**src/rtl/cache_pkg.sv**
```systemverilog
// Shared types and address-field width helpers for the write-back L1 data cache.
package cache_pkg;

  typedef enum logic [1:0] {
    IDLE,
    WB,
    FILL,
    DONE
  } state_e;

  // Byte-offset width of a block: word select bits plus the two byte bits.
  function automatic int unsigned off_w(input int unsigned words_per_block);
    return $clog2(words_per_block) + 2;
  endfunction

  // Line-index width.
  function automatic int unsigned ix_w(input int unsigned lines);
    return $clog2(lines);
  endfunction

  // Tag width: whatever is left of the 32-bit address above index and offset.
  function automatic int unsigned tag_w(input int unsigned lines,
                                        input int unsigned words_per_block);
    return 32 - off_w(words_per_block) - ix_w(lines);
  endfunction

endpackage

```
**src/rtl/cache_tag_store.sv**
```systemverilog
// Tag, valid and dirty state per line; combinational lookup, synchronous update.
module cache_tag_store
  import cache_pkg::*;
#(
  parameter int unsigned LINES           = 8,
  parameter int unsigned WORDS_PER_BLOCK = 8
) (
  input  logic                                     clk,
  input  logic                                     rst,
  input  logic [ix_w(LINES)-1:0]                   lk_index,
  input  logic [tag_w(LINES, WORDS_PER_BLOCK)-1:0] lk_tag,
  output logic                                     hit,
  output logic                                     victim_valid,
  output logic                                     victim_dirty,
  output logic [tag_w(LINES, WORDS_PER_BLOCK)-1:0] victim_tag,
  input  logic                                     fill_en,
  input  logic [tag_w(LINES, WORDS_PER_BLOCK)-1:0] fill_tag,
  input  logic                                     dirty_en
);

  localparam int unsigned TAG_W = tag_w(LINES, WORDS_PER_BLOCK);

  logic [TAG_W-1:0] tag_q [LINES];
  logic [TAG_W-1:0] tag_d [LINES];
  logic [LINES-1:0] valid_q, valid_d;
  logic [LINES-1:0] dirty_q, dirty_d;

  // Lookup of the addressed line: hit test and victim description.
  always_comb begin
    victim_valid = valid_q[lk_index];
    victim_dirty = dirty_q[lk_index];
    victim_tag   = tag_q[lk_index];
    hit          = valid_q[lk_index] && (tag_q[lk_index] == lk_tag);
  end

  // Next state: a fill installs a clean valid line, a store marks it dirty.
  always_comb begin
    tag_d   = tag_q;
    valid_d = valid_q;
    dirty_d = dirty_q;
    if (fill_en) begin
      tag_d[lk_index]   = fill_tag;
      valid_d[lk_index] = 1'b1;
      dirty_d[lk_index] = 1'b0;
    end
    if (dirty_en) begin
      dirty_d[lk_index] = 1'b1;
    end
  end

  // Valid/dirty are reset; tags are left as they are.
  always_ff @(posedge clk) begin
    if (rst) begin
      valid_q <= '0;
      dirty_q <= '0;
    end else begin
      valid_q <= valid_d;
      dirty_q <= dirty_d;
    end
  end

  // Tag storage, no reset.
  always_ff @(posedge clk) begin
    tag_q <= tag_d;
  end

endmodule

```
**src/rtl/cache_l1_wb.sv**
```systemverilog
// Direct-mapped write-back / write-allocate L1 data cache with mem_ready handshake.
module cache_l1_wb
  import cache_pkg::*;
#(
  parameter int unsigned LINES           = 8,
  parameter int unsigned WORDS_PER_BLOCK = 8
) (
  input  logic        clk,
  input  logic        rst,
  input  logic        cpu_ce,
  input  logic        cpu_rw,
  input  logic [31:0] cpu_addr,
  input  logic [31:0] cpu_wdata,
  output logic [31:0] cpu_rdata,
  output logic        cpu_hold,
  output logic        mem_ce,
  output logic        mem_rw,
  output logic [31:0] mem_addr,
  output logic [31:0] mem_wdata,
  input  logic [31:0] mem_rdata,
  input  logic        mem_ready,
  output logic        last_access_hit
);

  localparam int unsigned OFF   = off_w(WORDS_PER_BLOCK);
  localparam int unsigned IX_W  = ix_w(LINES);
  localparam int unsigned TAG_W = tag_w(LINES, WORDS_PER_BLOCK);
  localparam int unsigned CNT_W = OFF - 2;

  logic [CNT_W-1:0] a_word;
  logic [IX_W-1:0]  a_index;
  logic [TAG_W-1:0] a_tag;
  logic             unused_byte_bits;

  assign a_word           = cpu_addr[OFF-1:2];
  assign a_index          = cpu_addr[OFF+IX_W-1:OFF];
  assign a_tag            = cpu_addr[31:OFF+IX_W];
  assign unused_byte_bits = ^cpu_addr[1:0];

  state_e           state_q, state_d;
  logic [CNT_W-1:0] cnt_q, cnt_d;
  logic [TAG_W-1:0] req_tag_q, req_tag_d;
  logic [IX_W-1:0]  req_index_q, req_index_d;
  logic [CNT_W-1:0] req_word_q, req_word_d;
  logic [31:0]      rdata_q, rdata_d;
  logic             lah_q, lah_d;
  logic [31:0]      data_q [LINES][WORDS_PER_BLOCK];
  logic [31:0]      data_d [LINES][WORDS_PER_BLOCK];

  logic             data_we;
  logic [IX_W-1:0]  wr_index;
  logic [CNT_W-1:0] wr_word;
  logic [31:0]      wr_val;

  logic [IX_W-1:0]  lk_index;
  logic             hit, victim_valid, victim_dirty;
  logic [TAG_W-1:0] victim_tag;
  logic             fill_en, dirty_en;

  // Outside IDLE the tag store is steered to the latched request line.
  assign lk_index = (state_q == IDLE) ? a_index : req_index_q;

  cache_tag_store #(
    .LINES           (LINES),
    .WORDS_PER_BLOCK (WORDS_PER_BLOCK)
  ) u_tags (
    .clk          (clk),
    .rst          (rst),
    .lk_index     (lk_index),
    .lk_tag       (a_tag),
    .hit          (hit),
    .victim_valid (victim_valid),
    .victim_dirty (victim_dirty),
    .victim_tag   (victim_tag),
    .fill_en      (fill_en),
    .fill_tag     (req_tag_q),
    .dirty_en     (dirty_en)
  );

  // FSM next state, memory port, CPU stall and the single data-array write port.
  always_comb begin
    state_d     = state_q;
    cnt_d       = cnt_q;
    req_tag_d   = req_tag_q;
    req_index_d = req_index_q;
    req_word_d  = req_word_q;
    rdata_d     = rdata_q;
    lah_d       = lah_q;
    cpu_hold    = 1'b0;
    mem_ce      = 1'b0;
    mem_rw      = 1'b0;
    mem_addr    = '0;
    mem_wdata   = '0;
    fill_en     = 1'b0;
    dirty_en    = 1'b0;
    data_we     = 1'b0;
    wr_index    = req_index_q;
    wr_word     = req_word_q;
    wr_val      = cpu_wdata;
    case (state_q)
      IDLE: begin
        if (cpu_ce) begin
          if (hit) begin
            lah_d = 1'b1;
            if (cpu_rw) begin
              rdata_d = data_q[a_index][a_word];
            end else begin
              data_we  = 1'b1;
              wr_index = a_index;
              wr_word  = a_word;
              dirty_en = 1'b1;
            end
          end else begin
            cpu_hold    = 1'b1;
            lah_d       = 1'b0;
            req_tag_d   = a_tag;
            req_index_d = a_index;
            req_word_d  = a_word;
            cnt_d       = '0;
            state_d     = (victim_valid && victim_dirty) ? WB : FILL;
          end
        end
      end
      WB: begin
        cpu_hold  = 1'b1;
        mem_ce    = 1'b1;
        mem_rw    = 1'b0;
        mem_addr  = {victim_tag, req_index_q, cnt_q, 2'b00};
        mem_wdata = data_q[req_index_q][cnt_q];
        if (mem_ready) begin
          cnt_d = cnt_q + CNT_W'(1);
          if (cnt_q == '1) begin
            cnt_d   = '0;
            state_d = FILL;
          end
        end
      end
      FILL: begin
        cpu_hold = 1'b1;
        mem_ce   = 1'b1;
        mem_rw   = 1'b1;
        mem_addr = {req_tag_q, req_index_q, cnt_q, 2'b00};
        if (mem_ready) begin
          data_we = 1'b1;
          wr_word = cnt_q;
          wr_val  = mem_rdata;
          cnt_d   = cnt_q + CNT_W'(1);
          if (cnt_q == '1) begin
            cnt_d   = '0;
            fill_en = 1'b1;
            state_d = DONE;
          end
        end
      end
      DONE: begin
        // Serviced as a hit on the latched line; last_access_hit stays 0.
        if (cpu_rw) begin
          rdata_d = data_q[req_index_q][req_word_q];
        end else begin
          data_we  = 1'b1;
          dirty_en = 1'b1;
        end
        state_d = IDLE;
      end
      default: state_d = IDLE;
    endcase
  end

  // Data array next value from the single write port.
  always_comb begin
    data_d = data_q;
    if (data_we) begin
      data_d[wr_index][wr_word] = wr_val;
    end
  end

  // Control state with synchronous reset.
  always_ff @(posedge clk) begin
    if (rst) begin
      state_q <= IDLE;
      cnt_q   <= '0;
      rdata_q <= '0;
      lah_q   <= 1'b0;
    end else begin
      state_q <= state_d;
      cnt_q   <= cnt_d;
      rdata_q <= rdata_d;
      lah_q   <= lah_d;
    end
  end

  // Request latch and data array, not reset.
  always_ff @(posedge clk) begin
    req_tag_q   <= req_tag_d;
    req_index_q <= req_index_d;
    req_word_q  <= req_word_d;
    data_q      <= data_d;
  end

  assign cpu_rdata       = rdata_q;
  assign last_access_hit = lah_q;

endmodule

```
**config.mk**
```make
export PLATFORM = sky130hd
export DESIGN_NAME = cache_l1_wb
export DESIGN_NICKNAME = d
export VERILOG_FILES = /design/src/rtl/cache_pkg.sv /design/src/rtl/cache_tag_store.sv /design/src/rtl/cache_l1_wb.sv
export SDC_FILE = /design/constraint.sdc
export NUM_CORES = 2
export LEC_CHECK = 0
export BUFFER_PORTS_ARGS = -buffer_cell sky130_fd_sc_hd__buf_2
export CAP_MARGIN = 30
export CORE_MARGIN = 4
export CORE_UTILIZATION = 30
export CTS_CLUSTER_DIAMETER = 50
export DETAILED_ROUTE_END_ITERATION = 8
export PLACE_DENSITY_LB_ADDON = 0.05
export SLEW_MARGIN = 0
export SYNTH_ARGS = -nofsm -noshare
export SYNTH_HDL_FRONTEND = slang
export SYNTH_HIERARCHICAL = 1
export SYNTH_SLANG_ARGS = --single-unit
```
**constraint.sdc**
```tcl
create_clock -name clk -period 7.15 [get_ports clk]
set_input_delay 0.3575 -clock clk [delete_from_list [all_inputs] [get_ports clk]]
set_output_delay 0.3575 -clock clk [all_outputs]
set_load 0.01 [all_outputs]
```
==> run summary <==
EDFF count, synth: 2,270
Input/output buffers: 196
Hold path endpoint: data_q[1026]
Vias in the first global route: 68.6k
Sequential cell area fraction in the yosys report: 0.632
Final count of hold timing violations: 0
Pwr per Cell Area: 305 nW/um^2
Hold Path Cell Cnt: 2
Remaining antenna violation count: 0
Place WS: 160 ps
Wire per inst: 40.8 um
Finished Core Util: 0.368
GR Overflow Total: 0
Vias/cell: 5.75
Post-Syn Instances: 6,055
Worst Path Buf+Inv: 9
CP peak stage delay: 560 ps
Die Area: 375,000 um^2
CTS root buffer: clkbuf_16
Synth-to-layout area growth: 21.8%
Reg2reg start: state_q[1]
CTS tree: done
Largest net degree at the start of global routing: 98
Worst-Skew Late Latency: 960 ps
Critical path class: flip-flop to flip-flop
Post-layout minimum cycle time: 6500 ps
R2R Path End: data_q[740]
Total number of vias: 67.6k
WL final: 479,000 um
Reg2reg setup slack: 650 ps
Slew HR: 0.253
Hold slack: 72.2 ps
Initial antenna violation count: 45
Post-Syn Area: 110,000 um^2
First-pass GRT wire length: 640,000 um
Worst clock skew: 58.1 ps
Most frequent cell after synthesis: edfxtp_1
Synth unique cells: 74
Final setup violating endpoints: 0
Drt drc: 0
Gpl congestion: 0.845
Most used cell, CP: buf_4
Crit path max fanout: 20
Max Slew Vio Count: 0
Peak VDD IR: 0.230 mV
Nets: 6,748
WP data required: 7740 ps
Yosys top cell area share: 0.622
Status: finished clean
Reg2Reg Depth: 25
Die W: 612 um
Slew @ Worst Pin: 1110 ps
Ys Warns: 6
Ports: 201
RSZ-0062 raised after global routing: false
Initial DRT Pass Iterations: 8
Die Y: 612 um
Avg Inst Size Synth: 18.1 um^2
DRT iter0 DRCs: 7,943
Tcrit/Tclk final: 0.909
Total power: 40.7 mW
Top FF cell, synth: edfxtp_1
Synth cell count leaders: 2,270 x edfxtp_1, 1,036 x mux4_2, 541 x nand2_1, 318 x nor2_1, 296 x mux2i_1
Setup_tns: 0 ps
Dpl cell area: 120,000 um^2
CTS Buf Count: 367
Core area: 363,000 um^2
Top cells by area, synth: edfxtp_1 62%, mux4_2 21%, mux2i_1 2.7%, nand2_1 1.9%, mux2_2 1.4%
Delay-heaviest family, CP: buffers and inverters
Leak Pwr: 43.7 nW
Crit path launch: state_q[1]
Synth area leader: edfxtp_1
Ratio of cells with drive above 1 in the final layout: 0.365
Starting Density: 0.302
CTS clk-pin slew, worst paths: 60 ps
Yosys reg bits: 2,324
CTS Sinks: 2,324
Setup ws final: 650 ps
FP Rows: 221
Design Area, Final: 134,000 um^2
Fmax: 0.154 GHz
Synth async-reset ratio: 0
Layout Cells excl Fill: 11.8k
GRT Total Usage: 0.251
Critical Path Start Type: flip-flop
H-tree Lvls: 5
Critical Path AT: 7090 ps
Maximum root-to-sink buffer count: 4
Max Cap Viol: 0
Hold Crit Class: primary input to flip-flop
# placed instances: 11.0k
Crit path max-delay cell type: mux4_1
Post-DP HPWL: 312,000 um
Min-delay src: cpu_wdata[2]
Crit end category: flip-flop
==> kinds of logic (layout without fill, tap and decap cells) <==
family | Yosys count | count (layout) | share of synthesized area
xor gates and xnor gates | 14 | 14 | 0.00112
buffers and inverters | 476 | 1371 | 0.0243
AOI/OAI and AO/OA | 654 | 654 | 0.0436
and+or+nand+nor | 1100 | 1100 | 0.0426
other | 1 | 17 | 0.0000342
adders and majority gates | 9 | 9 | 0.00103
DFF | 2324 | 2324 | 0.632
muxes | 1477 | 1477 | 0.256
==> worst max path at each step <==
stage                    to  slack [ps]  depth (start not counted)
3_3_place_gp    data_q[266]          60                         20
5_1_grt         data_q[754]         140                         24
2_1_floorplan   data_q[928]         160                         21
4_1_cts        data_q[1598]          60                         21
6_report        data_q[740]         650                         25
3_5_place_dp   data_q[1581]         160                         21
==> layer usage <==
metal	GRT usage	part of all wire	up-vias
li1	-	-	26700
met2	0.398	0.47	2888
met1	0.349	0.43	37300
met5	0	0.000094	-
met4	0.0829	0.037	8
met3	0.0437	0.065	638
==> registers in the layout (all words and copies together), names as in the netlist <==
signal and count:
data_q 2048, u_tags/tag_q 192, cpu_rdata 32, req_tag_q 24, u_tags/dirty_q 8, u_tags/valid_q 8, cnt_q 3, req_index_q 3
req_word_q 3, state_q 2, last_access_hit 1
==> final cells by class <==
| type | instances | area [um^2] |
|---|---|---|
| Clock buffer | 413 | 9560 |
| Antenna cell | 15 | 37.5 |
| Fill cell | 33500 | 230000 |
| Inverter | 18 | 85.1 |
| Timing Repair Buffer | 671 | 6960 |
| Clock inverter | 269 | 3290 |
| Tap cell | 4794 | 6000 |
| Sequential cell | 2324 | 69300 |
| Multi-Input combinational cell | 3256 | 38300 |
==> cell usage in the layout (no fill, tap or decap), drive strengths merged, types with 40 or more instances in the layout <==
cell       n
o22ai     46
a22oi     42
bufinv    55
a21oi     82
buf      640
dfxtp     54
mux2i    296
clkbuf   413
a222oi    58
mux2     139
a211oi    52
nand2    541
nor2b     52
mux4    1042
nor2     318
o21ai    116
clkinv   130
edfxtp  2270
nand3     41
inv       64
nor3      40
==> report_power, final <==
part / switching, mW / total (mW) / internal, mW
registers: 0.0969 / 15.6 / 15.5
clock network: 7.02 / 18.7 / 11.7
logic: 4.14 / 6.36 / 2.22
total: 11.3 / 40.7 / 29.4
==> what timing repair did <==
action / 4_1_cts / 5_1_grt
buffers inserted: 0 / 5
hold buffers: 31 / 0
gates resized for setup: 0 / 1
setup endpoints to repair: 0 / 227
hold endpoints to repair: 59 / 0
No activity file was read; power rests on OpenSTA's default activity.
